$ cat config.mk
export PLATFORM = sky130hd
export DESIGN_NAME = mem_arbiter_flat
export DESIGN_NICKNAME = d
export VERILOG_FILES = /design/src/rtl/mem_arbiter_if.sv /design/src/rtl/mem_arbiter.sv /design/src/flat_wrapper.sv
export SDC_FILE = /design/constraint.sdc
export NUM_CORES = 1
export LEC_CHECK = 0
export ABC_AREA = 1
export ABC_CLOCK_PERIOD_IN_PS = 1800
export BUFFER_PORTS_ARGS = -buffer_cell sky130_fd_sc_hd__buf_2
export CAP_MARGIN = 20
export CORE_MARGIN = 2
export CORE_UTILIZATION = 49
export CTS_BUF_LIST = sky130_fd_sc_hd__clkbuf_4
export DETAILED_ROUTE_END_ITERATION = 7
export PLACE_DENSITY_LB_ADDON = 0.15
export SLEW_MARGIN = 20
export SYNTH_ARGS = -nofsm -noshare
export SYNTH_HDL_FRONTEND = slang
export SYNTH_SLANG_ARGS = --single-unit
$ cat constraint.sdc
create_clock -name clk -period 1.8 [get_ports clk]
set_input_delay 0.09 -clock clk [delete_from_list [all_inputs] [get_ports clk]]
set_output_delay 0.09 -clock clk [all_outputs]
set_load 0.02 [all_outputs]
$ cat src/rtl/mem_arbiter_if.sv
// Bus bundle for mem_arbiter: CPU port, external port and memory side.
// slave  : the arbiter's view (takes requests, drives acks and memory).
// master : the requesters'/memory model's view.
interface mem_arbiter_if #(
  parameter int AW = 8,
  parameter int DW = 16
);
  logic          c_req;
  logic          c_we;
  logic [AW-1:0] c_adr;
  logic [DW-1:0] c_din;
  logic [DW-1:0] c_dout;
  logic          c_ack;

  logic          x_req;
  logic          x_we;
  logic [AW-1:0] x_adr;
  logic [DW-1:0] x_din;
  logic [DW-1:0] x_dout;
  logic          x_ack;

  logic [AW-1:0] m_adr;
  logic [DW-1:0] m_din;
  logic          m_we;
  logic          m_cs;
  logic [DW-1:0] m_dout;

  modport slave (
    input  c_req, c_we, c_adr, c_din,
    output c_dout, c_ack,
    input  x_req, x_we, x_adr, x_din,
    output x_dout, x_ack,
    output m_adr, m_din, m_we, m_cs,
    input  m_dout
  );

  modport master (
    output c_req, c_we, c_adr, c_din,
    input  c_dout, c_ack,
    output x_req, x_we, x_adr, x_din,
    input  x_dout, x_ack,
    input  m_adr, m_din, m_we, m_cs,
    output m_dout
  );
endinterface

$ cat src/rtl/mem_arbiter.sv
// Two-port arbiter/sequencer for the single-ported main memory.
// Grants CPU or external port, holds the memory control word for MEM_LAT
// cycles, captures read data and pulses the owner's ack for one cycle.
// Optional feature: define ARB_RR_EN for round-robin tie breaking
// (default build: fixed CPU priority).
module mem_arbiter #(
  parameter int AW      = 8,
  parameter int DW      = 16,
  parameter int MEM_LAT = 1
) (
  input  logic         clk,
  input  logic         reset_n,
  mem_arbiter_if.slave bus,
  output logic         busy,
  output logic [1:0]   owner
);

  localparam int          LAT      = (MEM_LAT < 1) ? 1 : MEM_LAT;
  localparam logic [3:0]  CNT_INIT = 4'(LAT - 1);

  typedef enum logic [1:0] {S_IDLE, S_ACCESS, S_DONE} state_t;
  typedef enum logic [1:0] {OWN_NONE = 2'b00, OWN_CPU = 2'b01, OWN_EXT = 2'b10} owner_t;

  state_t        r_state;
  state_t        w_state_nxt;
  owner_t        r_owner;
  owner_t        r_last;
  logic [3:0]    r_cnt;
  logic          r_we;
  logic [AW-1:0] r_adr;
  logic [DW-1:0] r_din;
  logic [DW-1:0] r_cdout;
  logic [DW-1:0] r_xdout;
  logic          w_grant_cpu;
  logic          w_grant_ext;
  logic          w_last_cycle;

  // Next state, arbitration and all combinational outputs.
  always_comb begin
    w_state_nxt  = r_state;
    w_grant_cpu  = 1'b0;
    w_grant_ext  = 1'b0;
    w_last_cycle = (r_state == S_ACCESS) && (r_cnt == 4'd0);
    case (r_state)
      S_IDLE: begin
        if (bus.c_req || bus.x_req) begin
`ifdef ARB_RR_EN
          if (bus.c_req && bus.x_req) w_grant_cpu = (r_last == OWN_EXT);
          else                        w_grant_cpu = bus.c_req;
`else
          w_grant_cpu = bus.c_req;
`endif
          w_grant_ext = !w_grant_cpu;
          w_state_nxt = S_ACCESS;
        end
      end
      S_ACCESS: if (r_cnt == 4'd0) w_state_nxt = S_DONE;
      S_DONE:   w_state_nxt = S_IDLE;
      default:  w_state_nxt = S_IDLE;
    endcase

    bus.m_adr  = r_adr;
    bus.m_din  = r_din;
    bus.m_cs   = (r_state == S_ACCESS);
    bus.m_we   = w_last_cycle && r_we;
    bus.c_ack  = (r_state == S_DONE) && (r_owner == OWN_CPU);
    bus.x_ack  = (r_state == S_DONE) && (r_owner == OWN_EXT);
    bus.c_dout = r_cdout;
    bus.x_dout = r_xdout;
    busy       = (r_state != S_IDLE);
    owner      = r_owner;
  end

  // State register; async reset aborts any transaction in flight.
  always_ff @(posedge clk or negedge reset_n) begin
    if (!reset_n) r_state <= S_IDLE;
    else          r_state <= w_state_nxt;
  end

  // Grant latch, latency counter, read capture and last-owner tracking.
  always_ff @(posedge clk or negedge reset_n) begin
    if (!reset_n) begin
      r_owner <= OWN_NONE;
      r_last  <= OWN_EXT;
      r_cnt   <= '0;
      r_we    <= 1'b0;
      r_adr   <= '0;
      r_din   <= '0;
      r_cdout <= '0;
      r_xdout <= '0;
    end else begin
      case (r_state)
        S_IDLE: begin
          if (w_grant_cpu) begin
            r_adr   <= bus.c_adr;
            r_din   <= bus.c_din;
            r_we    <= bus.c_we;
            r_owner <= OWN_CPU;
            r_cnt   <= CNT_INIT;
          end else if (w_grant_ext) begin
            r_adr   <= bus.x_adr;
            r_din   <= bus.x_din;
            r_we    <= bus.x_we;
            r_owner <= OWN_EXT;
            r_cnt   <= CNT_INIT;
          end
        end
        S_ACCESS: begin
          if (r_cnt == 4'd0) begin
            if (!r_we) begin
              if (r_owner == OWN_CPU) r_cdout <= bus.m_dout;
              else                    r_xdout <= bus.m_dout;
            end
          end else begin
            r_cnt <= r_cnt - 4'd1;
          end
        end
        S_DONE: begin
          r_last  <= r_owner;
          r_owner <= OWN_NONE;
        end
        default: r_owner <= OWN_NONE;
      endcase
    end
  end

  // The last-owner record always names a real port.
  always_ff @(posedge clk) begin
    if (reset_n) assert (r_last != OWN_NONE);
  end

endmodule

$ cat src/flat_wrapper.sv
// flat-port wrapper written by rule: the top's interface ports become plain ports
module mem_arbiter_flat 
#(
  parameter int AW      = 8,
  parameter int DW      = 16,
  parameter int MEM_LAT = 1
)
  (clk, reset_n, busy, owner, bus_c_req, bus_c_we, bus_c_adr, bus_c_din, bus_c_dout, bus_c_ack, bus_x_req, bus_x_we, bus_x_adr, bus_x_din, bus_x_dout, bus_x_ack, bus_m_adr, bus_m_din, bus_m_we, bus_m_cs, bus_m_dout);
  mem_arbiter_if #(.AW(AW), .DW(DW)) bus_i ();
  input  logic clk;
  input  logic reset_n;
  output logic busy;
  output logic [1:0] owner;
  input wire logic [$bits(bus_i.c_req)-1:0] bus_c_req;
  input wire logic [$bits(bus_i.c_we)-1:0] bus_c_we;
  input wire logic [$bits(bus_i.c_adr)-1:0] bus_c_adr;
  input wire logic [$bits(bus_i.c_din)-1:0] bus_c_din;
  output wire logic [$bits(bus_i.c_dout)-1:0] bus_c_dout;
  output wire logic [$bits(bus_i.c_ack)-1:0] bus_c_ack;
  input wire logic [$bits(bus_i.x_req)-1:0] bus_x_req;
  input wire logic [$bits(bus_i.x_we)-1:0] bus_x_we;
  input wire logic [$bits(bus_i.x_adr)-1:0] bus_x_adr;
  input wire logic [$bits(bus_i.x_din)-1:0] bus_x_din;
  output wire logic [$bits(bus_i.x_dout)-1:0] bus_x_dout;
  output wire logic [$bits(bus_i.x_ack)-1:0] bus_x_ack;
  output wire logic [$bits(bus_i.m_adr)-1:0] bus_m_adr;
  output wire logic [$bits(bus_i.m_din)-1:0] bus_m_din;
  output wire logic [$bits(bus_i.m_we)-1:0] bus_m_we;
  output wire logic [$bits(bus_i.m_cs)-1:0] bus_m_cs;
  input wire logic [$bits(bus_i.m_dout)-1:0] bus_m_dout;
  assign bus_i.c_req = bus_c_req;
  assign bus_i.c_we = bus_c_we;
  assign bus_i.c_adr = bus_c_adr;
  assign bus_i.c_din = bus_c_din;
  assign bus_c_dout = bus_i.c_dout;
  assign bus_c_ack = bus_i.c_ack;
  assign bus_i.x_req = bus_x_req;
  assign bus_i.x_we = bus_x_we;
  assign bus_i.x_adr = bus_x_adr;
  assign bus_i.x_din = bus_x_din;
  assign bus_x_dout = bus_i.x_dout;
  assign bus_x_ack = bus_i.x_ack;
  assign bus_m_adr = bus_i.m_adr;
  assign bus_m_din = bus_i.m_din;
  assign bus_m_we = bus_i.m_we;
  assign bus_m_cs = bus_i.m_cs;
  assign bus_i.m_dout = bus_m_dout;
  mem_arbiter #(.AW(AW), .DW(DW), .MEM_LAT(MEM_LAT)) u_core (.clk(clk), .reset_n(reset_n), .bus(bus_i), .busy(busy), .owner(owner));
endmodule
==> results of run 1 <==
-- tightest hold or removal path: stages --
cell     delay, ps
buf_2           80
nor2_1          30
nor2_1          90
nand2_1         50
nand2_1         40
-- flip-flops by register name, indices dropped and copies added, names as in the netlist --
| register | cells |
|---|---|
| u_core.bus.m_din | 16 |
| u_core.bus.x_dout | 16 |
| u_core.bus.c_dout | 16 |
| u_core.r_we | 1 |
| u_core.owner | 2 |
| u_core.r_cnt | 4 |
| u_core.r_state | 2 |
| u_core.bus.m_adr | 8 |
-- area by class of cell --
cell class	count	area, µm²	share of cell area (%)
clock buffers	11	82.6	1.87
flip-flops and latches	65	1630	36.8
clock inverters	5	46.3	1.05
multi-input cells	289	1250	28.2
inverters	33	124	2.80
repair buffers	185	1200	27.1
well taps	77	96.3	2.18
-- cells by family (layout without fill, tap and decap cells) --
family                   count (synthesis)  count (layout)  share of synthesized area (%)
adder cells (fa/ha/maj)                  2               2                          0.804
flip-flops                              65              65                           52.3
buffers and inverters                   49             234                           7.72
XOR/XNOR                                 1               1                          0.282
AO/OA/AOI/OAI                            6               6                           1.45
AND/OR/NAND/NOR                        280             280                           37.4
-- power groups by stage --
| stage | clock network [W] | registers (W) | logic (W) |
|---|---|---|---|
| 6_report | 0.000935 | 0.00253 | 0.00365 |
| 5_1_grt | 0.00103 | 0.00262 | 0.00404 |
| 4_1_cts | 0.000962 | 0.00251 | 0.00367 |
| 3_5_place_dp | 0 | 0.00253 | 0.00359 |
| 3_3_place_gp | 0 | 0.00254 | 0.00350 |
| 2_1_floorplan | 0 | 0.00331 | 0.00169 |
-- cells in the mapped netlist, types with 2 or more instances --
library cell / n / share of area, %
o21ai_1: 3 / 0.48
ha_1: 2 / 0.80
buf_6: 5 / 1.8
nand2_4: 3 / 1.1
nand3_1: 40 / 6.4
buf_4: 2 / 0.48
dfrtp_1: 65 / 52
nor2_1: 52 / 6.3
inv_1: 31 / 3.7
nor2_2: 2 / 0.40
buf_2: 9 / 1.4
nand2_1: 176 / 21
nand2_2: 2 / 0.40
-- what timing repair did --
action                                  in CTS  in global routing
endpoints found under the setup margin       0                  1
endpoints found under the hold margin      124                  0
hold buffers                                47                  0
gates resized for setup                      0                  2
-- metal layers --
layer,share of wire [%],wire length (µm),vias to the layer above
li1,-,-,1589
met1,43,3500,1461
met3,5.5,454,14
met4,2.0,160,0
met2,50,4080,106
met5,0,0,-
-- stage by stage --
step	power, W	instance area [µm²]	hold WS, ps	std cells	setup slack (ps)
final	0.00712	4430	17.9	665	154
after global routing	0.00768	4430	26.3	665	43.4
after CTS	0.00714	4420	0.323	665	14.7
after detailed placement	0.00612	3820	140	602	353
after global placement	0.00604	3820	135	602	383
after floorplan	0.00500	3110	-206	403	407
-- worst min-delay path by stage --
| stage | startpoint | to | slack, ps | depth (start not counted) |
|---|---|---|---|---|
| final | bus_c_din[2] | u_core.bus.m_din[2] | 20 | 5 |
| after global routing | bus_c_din[0] | u_core.bus.m_din[0] | 30 | 5 |
| after CTS | bus_c_din[2] | u_core.bus.m_din[2] | 0.3 | 5 |
| after detailed placement | reset_n | u_core.bus.x_dout[13] | 140 | 2 |
| after global placement | reset_n | u_core.bus.x_dout[13] | 140 | 2 |
| after floorplan | reset_n | u_core.bus.c_dout[0] | -210 | 0 |
==> summary.md, run 1 <==
| Metric | Value |
|---|---|
| Max VDD drop | 0.911 mV |
| RePlAce Congestion | 0.765 |
| Reg2Reg Depth | 6 |
| Hold Fails Final Rpt | 0 |
| DRC | 0 |
| Largest net degree at the start of global routing | 66 |
| Buffers & Inverters on Critical Path | 2 |
| Critical path class | reg2out |
| Final setup violation count | 0 |
| Fin crit share | 91.5% |
| Dpl hpwl | 5000 µm |
| Port Buffer Count | 132 |
| Yosys cell types | 24 |
| Worst path max stage delay | 400 ps |
| Setup bufs post-CTS | 0 |
| Critical path arrival | 1560 ps |
| Die Wd | 83.7 µm |
| R2R Setup Slk | 330 ps |
| Site row count | 29 |
| Met2 GRT Util | 43.1% |
| First drt pass iteration count | 4 |
| Grt total ovfl | 0 |
| Clock latency on the worst-skew pair | 400 ps |
| Die Area | 0.00700 mm² |
| Critical Path Stages | 5 |
| Clock slew at reported path FFs | 110 ps |
| Fillers | 530 |
| Minimum clock period | 1650 ps |
| Max_cap viols | 0 |
| CTS Buf Count | 9 |
| Final Net Count | 655 |
| Top_reg_cell synth | dfrtp_1 |
| Post-route clock skew | 13.4 ps |
| M3 GR Usage | 4.65% |
| Yosys warns | 0 |
| Worst Hold Class | in2reg |
| R2r endpoint | u_core.bus.m_din[14] |
| CTS H-tree depth | 3 |
| First-pass GRT wire length | 13800 µm |
| Post-synth EDFFs | 0 |
| GRT Util Overall | 24.3% |
| Setup crit end | bus_m_we |
| Root buf cell | clkbuf_4 |
| Core area | 0.00624 mm² |
| Setup crit start | u_core.r_cnt[0] |
| Asr flop ratio synth | 100% |
| Antenna cells | 0 |
| Sequential share of the synthesized area | 52.3% |
| Most frequent cells in the layout | 176 x nand2_1, 132 x buf_2, 65 x dfrtp_1, 52 x nor2_1, 47 x dlygate4sd3_1 |
| Max-slew headroom | 65.1% |
| Internal Pwr Total | 0.00379 W |
| Unrepaired setup endpoints after global routing | no |
| Critical Path RT | 1710 ps |
| Total wire length | 8190 µm |
| Syn avg cell area | 7.72 µm² |
| P_sw | 0.00333 W |
| Part of the power in registers | 35.6% |
| Routing usage on met1 | 29.3% |
| Vias | 3170 |
| CTS tree | built |
| Clock share of power | 13.1% |
| Io pins | 133 |
| Cell at the slowest stage of the critical path | dfrtp_1 |
| CP delay by family, top | flip-flops |
| CP cell instances | inv_2 -> ha_1 -> nand2_2 -> nor3b_2 -> buf_2 |
| Startpoint Class | register |
| Count of state elements after synthesis | 65 |
| Share of layout cells above drive strength 1 | 28.1% |
| Sink Count | 65 |
| Detail Route Antenna Nets | 0 |
| Wire per inst | 12.3 µm |
| Syn Nets | 475 |
| GRT Max-Usage Layer | met2 |
| CP Max Fanout | 5 |
| Syn Std Cell Area | 0.00311 mm² |
| Initial Util | 49.8% |
| Sw frac | 46.8% |
| CTS max path bufs | 2 |
| Via density | 4.77 |
| Final Util | 70.9% |
| Vias in the first global route | 3073 |
| Initial DRC count | 101 |
| Synth Instances | 403 |
| Most common cell after layout, fill and taps aside | nand2_1 |
| Initial antenna violation count | 0 |
| Die height | 83.7 µm |
| Area delta synth->final | 42.3% |
| Fmax | 0.607 GHz |
| Actual slew at the worst max-slew pin | 522 ps |
| CP endpoint kind | output pin |
| Logic pwr share | 51.3% |
| Cell leakage power | 2.62 nW |
| Status | complete, no violations |
| Power density over the cells | 1610 mW/mm² |
| Reg2Reg Launch Point | u_core.r_state[0] |
| Final setup TNS | 0 ps |
| Max Slew Vio Count | 0 |
(Power assumes the default switching activity.)
==> run 2, diff against run 1 <==
ABC_CLOCK_PERIOD_IN_PS = 1700   (was 1800)
CAP_MARGIN = 15   (was 20)
clock period = 1.7 ns   (was 1.8 ns; I/O delays follow)
==> run 2 against run 1 <==
Against the previous run:
- global-route usage up 1.0 points
- combinational power increased by 7.7%
- largest cell class unchanged
- power up 9.0%
- register-to-register slack got worse by 90 ps
- core utilization increased by 1.1 points
- clock power increased by 23%
- worst hold slack gained 5.6 ps
- final cell count increased by 0.30%
==> summary.md, run 2 (synthesis results as in run 1) <==
| Metric | Value |
|---|---|
| Status | complete, no violations (unchanged) |
| Final setup TNS | 0 ps (unchanged) |
| Critical path class | reg2out (unchanged) |
| Die Area | 0.00700 mm² (unchanged) |
| CP Max Fanout | 5 (unchanged) |
| Vias | 3181 (was 3170) |
| Cell leakage power | 2.65 nW (was 2.62 nW) |
| Most frequent cells in the layout | 176 x nand2_1, 131 x buf_2, 65 x dfrtp_1, 52 x nor2_1, 48 x dlygate4sd3_1 (was 176 x nand2_1, 132 x buf_2, 65 x dfrtp_1, 52 x nor2_1, 47 x dlygate4sd3_1) |
| DP Area | 0.00384 mm² (was 0.00382 mm²) |
| CP endpoint kind | output pin (unchanged) |
| Unrepaired setup endpoints after global routing | no (unchanged) |
| Initial DRC count | 135 (was 101) |
| Io pins | 133 (unchanged) |
| GRT Util Overall | 25.3% (was 24.3%) |
| Via density | 4.77 (about the same) |
| Post-route clock skew | 14.1 ps (was 13.4 ps) |
| Site row count | 29 (unchanged) |
| Sink Count | 65 (unchanged) |
| Fmax | 0.621 GHz |
| Antenna cells | 0 (unchanged) |
| First drt pass iteration count | 4 (unchanged) |
| Clock slew at reported path FFs | 110 ps (about the same) |
| Largest net degree at the start of global routing | 66 (unchanged) |
| Worst Hold Class | in2reg (unchanged) |
| M3 GR Usage | 5.04% (was 4.65%) |
| Minimum clock period | 1610 ps |
| Max VDD drop | 1.04 mV (was 0.911 mV) |
| Max-slew headroom | 68.2% (was 65.1%) |
| DRC | 0 (unchanged) |
| Total wire length | 8260 µm (was 8190 µm) |
| Port Buffer Count | 132 (unchanged) |
| RePlAce Congestion | 0.732 (was 0.765) |
| Critical path arrival | 1520 ps (was 1560 ps) |
| Die height | 83.7 µm (unchanged) |
| Reg2Reg Launch Point | u_core.r_cnt[0] (was u_core.r_state[0]) |
| GRT Max-Usage Layer | met2 (unchanged) |
| Final Net Count | 657 (was 655) |
| Area delta synth->final | 44.5% (was 42.3%) |
| Max_cap viols | 0 (unchanged) |
| First-pass GRT wire length | 14500 µm (was 13800 µm) |
| Reg2Reg Depth | 7 (was 6) |
| R2R Setup Slk | 240 ps (was 330 ps) |
| Setup bufs post-CTS | 0 (unchanged) |
| Root buf cell | clkbuf_4 (unchanged) |
| Worst path max stage delay | 390 ps (was 400 ps) |
| Final setup violation count | 0 (unchanged) |
| CTS Buf Count | 9 (unchanged) |
| CP cell instances | inv_2 -> ha_2 -> nand2_4 -> nor3b_2 -> buf_4 (was inv_2 -> ha_1 -> nand2_2 -> nor3b_2 -> buf_2) |
| Final Instance Area | 0.00449 mm² (was 0.00443 mm²) |
| Routing usage on met1 | 32.3% (was 29.3%) |
| Fillers | 494 (was 530) |
| Most common cell after layout, fill and taps aside | nand2_1 (unchanged) |
| Setup crit start | u_core.r_cnt[0] (unchanged) |
| Setup crit end | bus_m_we (unchanged) |
| R2r endpoint | u_core.bus.c_dout[12] (was u_core.bus.m_din[14]) |
| CTS H-tree depth | 3 (unchanged) |
| Actual slew at the worst max-slew pin | 476 ps (was 522 ps) |
| Share of layout cells above drive strength 1 | 28.6% (was 28.1%) |
| Met2 GRT Util | 42.9% (was 43.1%) |
| Power density over the cells | 1730 mW/mm² (was 1610 mW/mm²) |
| Startpoint Class | register (unchanged) |
| Critical Path RT | 1620 ps (was 1710 ps) |
| Max Slew Vio Count | 0 (unchanged) |
| Wire per inst | 12.4 µm (was 12.3 µm) |
| Clock latency on the worst-skew pair | 380 ps (was 400 ps) |
| Dpl hpwl | 5100 µm (was 5000 µm) |
| Vias in the first global route | 3136 (was 3073) |
| Die Wd | 83.7 µm (unchanged) |
| Initial Util | 49.8% (unchanged) |
| Hold slack | 23.5 ps (was 17.9 ps) |
| CTS tree | built (unchanged) |
| Detail Route Antenna Nets | 0 (unchanged) |
| Core area | 0.00624 mm² (unchanged) |
| Grt total ovfl | 0 (unchanged) |
| Cell at the slowest stage of the critical path | dfrtp_1 (unchanged) |
| Initial antenna violation count | 0 (unchanged) |
| CTS max path bufs | 2 (unchanged) |
| Hold Fails Final Rpt | 0 (unchanged) |
| Fin crit share | 94.7% |
==> run 2: cell types whose count changed in the layout (fill, tap and decap cells not counted), sizes merged <==
cell         change
buf              +1
bufinv           +1
clkbuf           -1
dlygate4sd3      +1
==> run 2: worst min-delay path by stage <==
stage / startpoint / endpoint / slack (ps) / depth (start not counted)
6_report: bus_c_adr[7] / u_core.bus.m_adr[7] / 20 / 5
5_1_grt: bus_c_din[3] / u_core.bus.m_din[3] / 20 / 5
4_1_cts: bus_c_din[1] / u_core.bus.m_din[1] / 2 / 5
3_5_place_dp: reset_n / u_core.bus.c_dout[9] / 130 / 2
3_3_place_gp: reset_n / u_core.bus.c_dout[9] / 130 / 2
2_1_floorplan: reset_n / u_core.bus.c_dout[0] / -210 / 0
==> run 2: layout make-up <==
class / count / area, µm² / share of cell area, %
timing repair buffer: 187 / 1230 / 27.4
sequential: 65 / 1630 / 36.2
tap: 77 / 96.3 / 2.14
clock buffer: 10 / 75.1 / 1.67
inverter: 33 / 124 / 2.76
clock inverter: 6 / 82.6 / 1.84
multi-input combinational: 289 / 1260 / 28.0
==> run 2: per-layer routing <==
layer,wire length (µm),vias up
li1,-,1589
met1,3500,1456
met2,4100,123
met3,535,13
met4,133,0
met5,0,-
==> run 2: metrics by stage <==
step | setup slack, ps | total power, W | util [%] | std cells
after floorplan | 312 | 0.00530 | - | 403
after global placement | 252 | 0.00645 | 61.5 | 603
after detailed placement | 169 | 0.00655 | 61.5 | 603
after CTS | 1.82 | 0.00781 | 71.9 | 667
after global routing | 9.70 | 0.00837 | 72.0 | 667
final | 90.8 | 0.00776 | 72.0 | 667
==> run 2: power breakdown <==
| group | switching (W) | internal, W |
|---|---|---|
| clock | 0.000539 | 0.000607 |
| combinational | 0.00259 | 0.00134 |
| sequential | 0.000428 | 0.00226 |
| total | 0.00356 | 0.00420 |
==> run 2: what timing repair did <==
action                                  in CTS  in global routing
pin swaps                                    1                  1
gates resized for setup                      4                  1
endpoints found under the setup margin       1                  1
endpoints found under the hold margin      123                  0
hold buffers                                48                  0
==> run 2: worst max-delay path, delay by kind of cell, from the launching register on <==
family,cells,cell delay [ps]
adders and majority gates,1,220
buffers and inverters,2,260
DFF,1,390
and+or+nand+nor,2,280
==> run 3, diff against run 2 <==
BUFFER_PORTS_ARGS = -buffer_cell sky130_fd_sc_hd__clkbuf_2   (was -buffer_cell sky130_fd_sc_hd__buf_2)
==> run 3 against run 2 <==
Against the previous run:
- first-iteration DRC count is 12% lower
- non-clock buffer count is 3 lower
- core utilization is 0.48 points lower
- design area is 0.67% lower
- worst hold slack worse by 8.7 ps
- fmax is 0.34% higher
- combinational power is 1% lower
- setup slack better by 5.4 ps
- final cell count is 0.45% lower
- register-to-register slack hardly changed
- sequential power is 1% higher
- power hardly changed
- largest cell class unchanged
==> summary.md, run 3 (synthesis results as in run 1) <==
| Metric | Value |
|---|---|
| Final setup TNS | 0 ps (unchanged) |
| Max_cap viols | 0 (unchanged) |
| Wire per inst | 12.1 µm (was 12.4 µm) |
| Share of layout cells above drive strength 1 | 28.8% (was 28.6%) |
| Initial DRC count | 119 (was 135) |
| DRC | 0 (unchanged) |
| Final Net Count | 654 (was 657) |
| Io pins | 133 (unchanged) |
| Max Slew Vio Count | 0 (unchanged) |
| CTS Buf Count | 9 (unchanged) |
| CTS max path bufs | 2 (unchanged) |
| Fin cells | 664 (was 667) |
| Setup bufs post-CTS | 0 (unchanged) |
| Post-route clock skew | 16.3 ps (was 14.1 ps) |
| Most common cell after layout, fill and taps aside | nand2_1 (unchanged) |
| Cells after DPL | 603 (unchanged) |
| CP endpoint kind | output pin (unchanged) |
| Grt total ovfl | 0 (unchanged) |
| Initial Util | 49.8% (unchanged) |
| Max-slew headroom | 66.8% (was 68.2%) |
| Actual slew at the worst max-slew pin | 496 ps (was 476 ps) |
| Clock latency on the worst-skew pair | 390 ps (was 380 ps) |
| Via density | 4.67 (was 4.77) |
| Initial antenna violation count | 0 (unchanged) |
| Startpoint Class | register (unchanged) |
| Total wire length | 8030 µm (was 8260 µm) |
| Worst Hold Class | in2reg (unchanged) |
| Fillers | 496 (was 494) |
| Most frequent cells in the layout | 176 x nand2_1, 130 x clkbuf_2, 65 x dfrtp_1, 52 x nor2_1, 45 x dlygate4sd3_1 (was 176 x nand2_1, 131 x buf_2, 65 x dfrtp_1, 52 x nor2_1, 48 x dlygate4sd3_1) |
| Minimum clock period | 1600 ps (was 1610 ps) |
| First drt pass iteration count | 4 (unchanged) |
| GRT Util Overall | 23.8% (was 25.3%) |
| Die Area | 0.00700 mm² (unchanged) |
| Final setup violation count | 0 (unchanged) |
| Detail Route Antenna Nets | 0 (unchanged) |
| Max VDD drop | 1.03 mV (was 1.04 mV) |
| Power density over the cells | 1740 mW/mm² (was 1730 mW/mm²) |
| Area delta synth->final | 43.5% (was 44.5%) |
| Vias | 3101 (was 3181) |
| Port Buffer Count | 132 (unchanged) |
| CP Max Fanout | 3 (was 5) |
| Sw frac | 46.1% (was 45.8%) |
| Status | complete, no violations (unchanged) |
| Fmax | 0.624 GHz (was 0.621 GHz) |
| Unrepaired setup endpoints after global routing | no (unchanged) |
| Dpl hpwl | 5080 µm (was 5100 µm) |
| First-pass GRT wire length | 13700 µm (was 14500 µm) |
| Die height | 83.7 µm (unchanged) |
| Critical path class | reg2out (unchanged) |
| Internal Pwr Total | 0.00418 W (was 0.00420 W) |
| Clock share of power | 14.8% (about the same) |
| Site row count | 29 (unchanged) |
| Logic pwr share | 50.1% (was 50.6%) |
| CTS tree | built (unchanged) |
| Critical Path RT | 1620 ps (about the same) |
| Die Wd | 83.7 µm (unchanged) |
| Fin crit share | 94.3% (was 94.7%) |
| CTS H-tree depth | 3 (unchanged) |
| P_sw | 0.00358 W (was 0.00356 W) |
| Hold Fails Final Rpt | 0 (unchanged) |
| Cell leakage power | 2.65 nW (about the same) |
| Antenna cells | 0 (unchanged) |
| Sink Count | 65 (unchanged) |
| Core area | 0.00624 mm² (unchanged) |
| Clock slew at reported path FFs | 100 ps (was 110 ps) |
| Largest net degree at the start of global routing | 66 (unchanged) |
| Critical path arrival | 1520 ps (about the same) |
| Vias in the first global route | 3080 (was 3136) |
| Part of the power in registers | 35.1% (was 34.6%) |
| Root buf cell | clkbuf_4 (unchanged) |
| RePlAce Congestion | 0.730 (was 0.732) |
[run 3: cell count changes in the layout (fill, tap and decap cells not counted), sizes merged]
| cell | previous run | this run |
|---|---|---|
| buf | 139 | 9 |
| dlygate4sd3 | 48 | 45 |
| clkbuf | 10 | 140 |
[run 3: what timing repair did]
action / 4_1_cts / 5_1_grt
hold buffers: 45 / 0
cloned: 0 / 0
endpoints found under the hold margin: 123 / 0
endpoints found under the setup margin: 1 / 1
gates resized for setup: 3 / 3
pin swaps: 0 / 1
[run 3: worst max-delay path: stages, from the launching register on]
cell and delay, ps:
dfrtp_1 410, inv_1 90, ha_2 210, nand2_4 80
nor3b_2 180, buf_4 170
[run 3: metal layers]
layer	GRT usage (%)	vias up	wire length [µm]
met5	0	-	0
met1	28.9	1398	3420
met2	41.2	102	4030
li1	-	1587	-
met4	9.68	0	132
met3	5.24	14	443
[run 3: stage by stage]
stage / setup slack, ps / util (%) / total power, W / hold WS, ps / cell area [µm²]
finish: 96.2 / 71.5 / 0.00776 / 14.8 / 4460
global route: 13.1 / 71.5 / 0.00837 / 15.1 / 4460
CTS: 31.4 / 71.4 / 0.00781 / 1.86 / 4460
detailed placement: 179 / 61.5 / 0.00656 / 129 / 3840
global placement: 245 / 61.5 / 0.00646 / 127 / 3840
floorplan: 312 / - / 0.00530 / -211 / 3110
[run 3: final timing paths]
check	start	end	slack (ps)	cells past startpoint
min in group asynchronous	reset_n	u_core.bus.c_dout[9]	210	3
worst max register to register	u_core.r_cnt[1]	u_core.bus.c_dout[12]	240	7
worst min register to register	u_core.bus.c_dout[9]	u_core.bus.c_dout[9]	480	2
worst max-delay path	u_core.r_cnt[1]	bus_m_we	100	5
max in group asynchronous	reset_n	u_core.bus.m_adr[5]	1150	3
worst min-delay path	bus_c_din[3]	u_core.bus.m_din[3]	10	5
[run 3: final cells by class]
class	instances	area (µm²)	share of cell area (%)
Clock buffer	10	75.1	1.68
Clock inverter	6	82.6	1.85
Inverter	33	124	2.77
Multi-Input combinational cell	289	1260	28.1
Sequential cell	65	1630	36.4
Tap cell	77	96.3	2.16
Timing Repair Buffer	184	1200	27.0
[run 3: power groups by stage]
stage	registers [W]	clock network, W	logic [W]
2_1_floorplan	0.00351	0	0.00179
3_3_place_gp	0.00272	0	0.00373
3_5_place_dp	0.00273	0	0.00383
4_1_cts	0.00272	0.00117	0.00392
5_1_grt	0.00281	0.00126	0.00430
6_report	0.00273	0.00115	0.00389
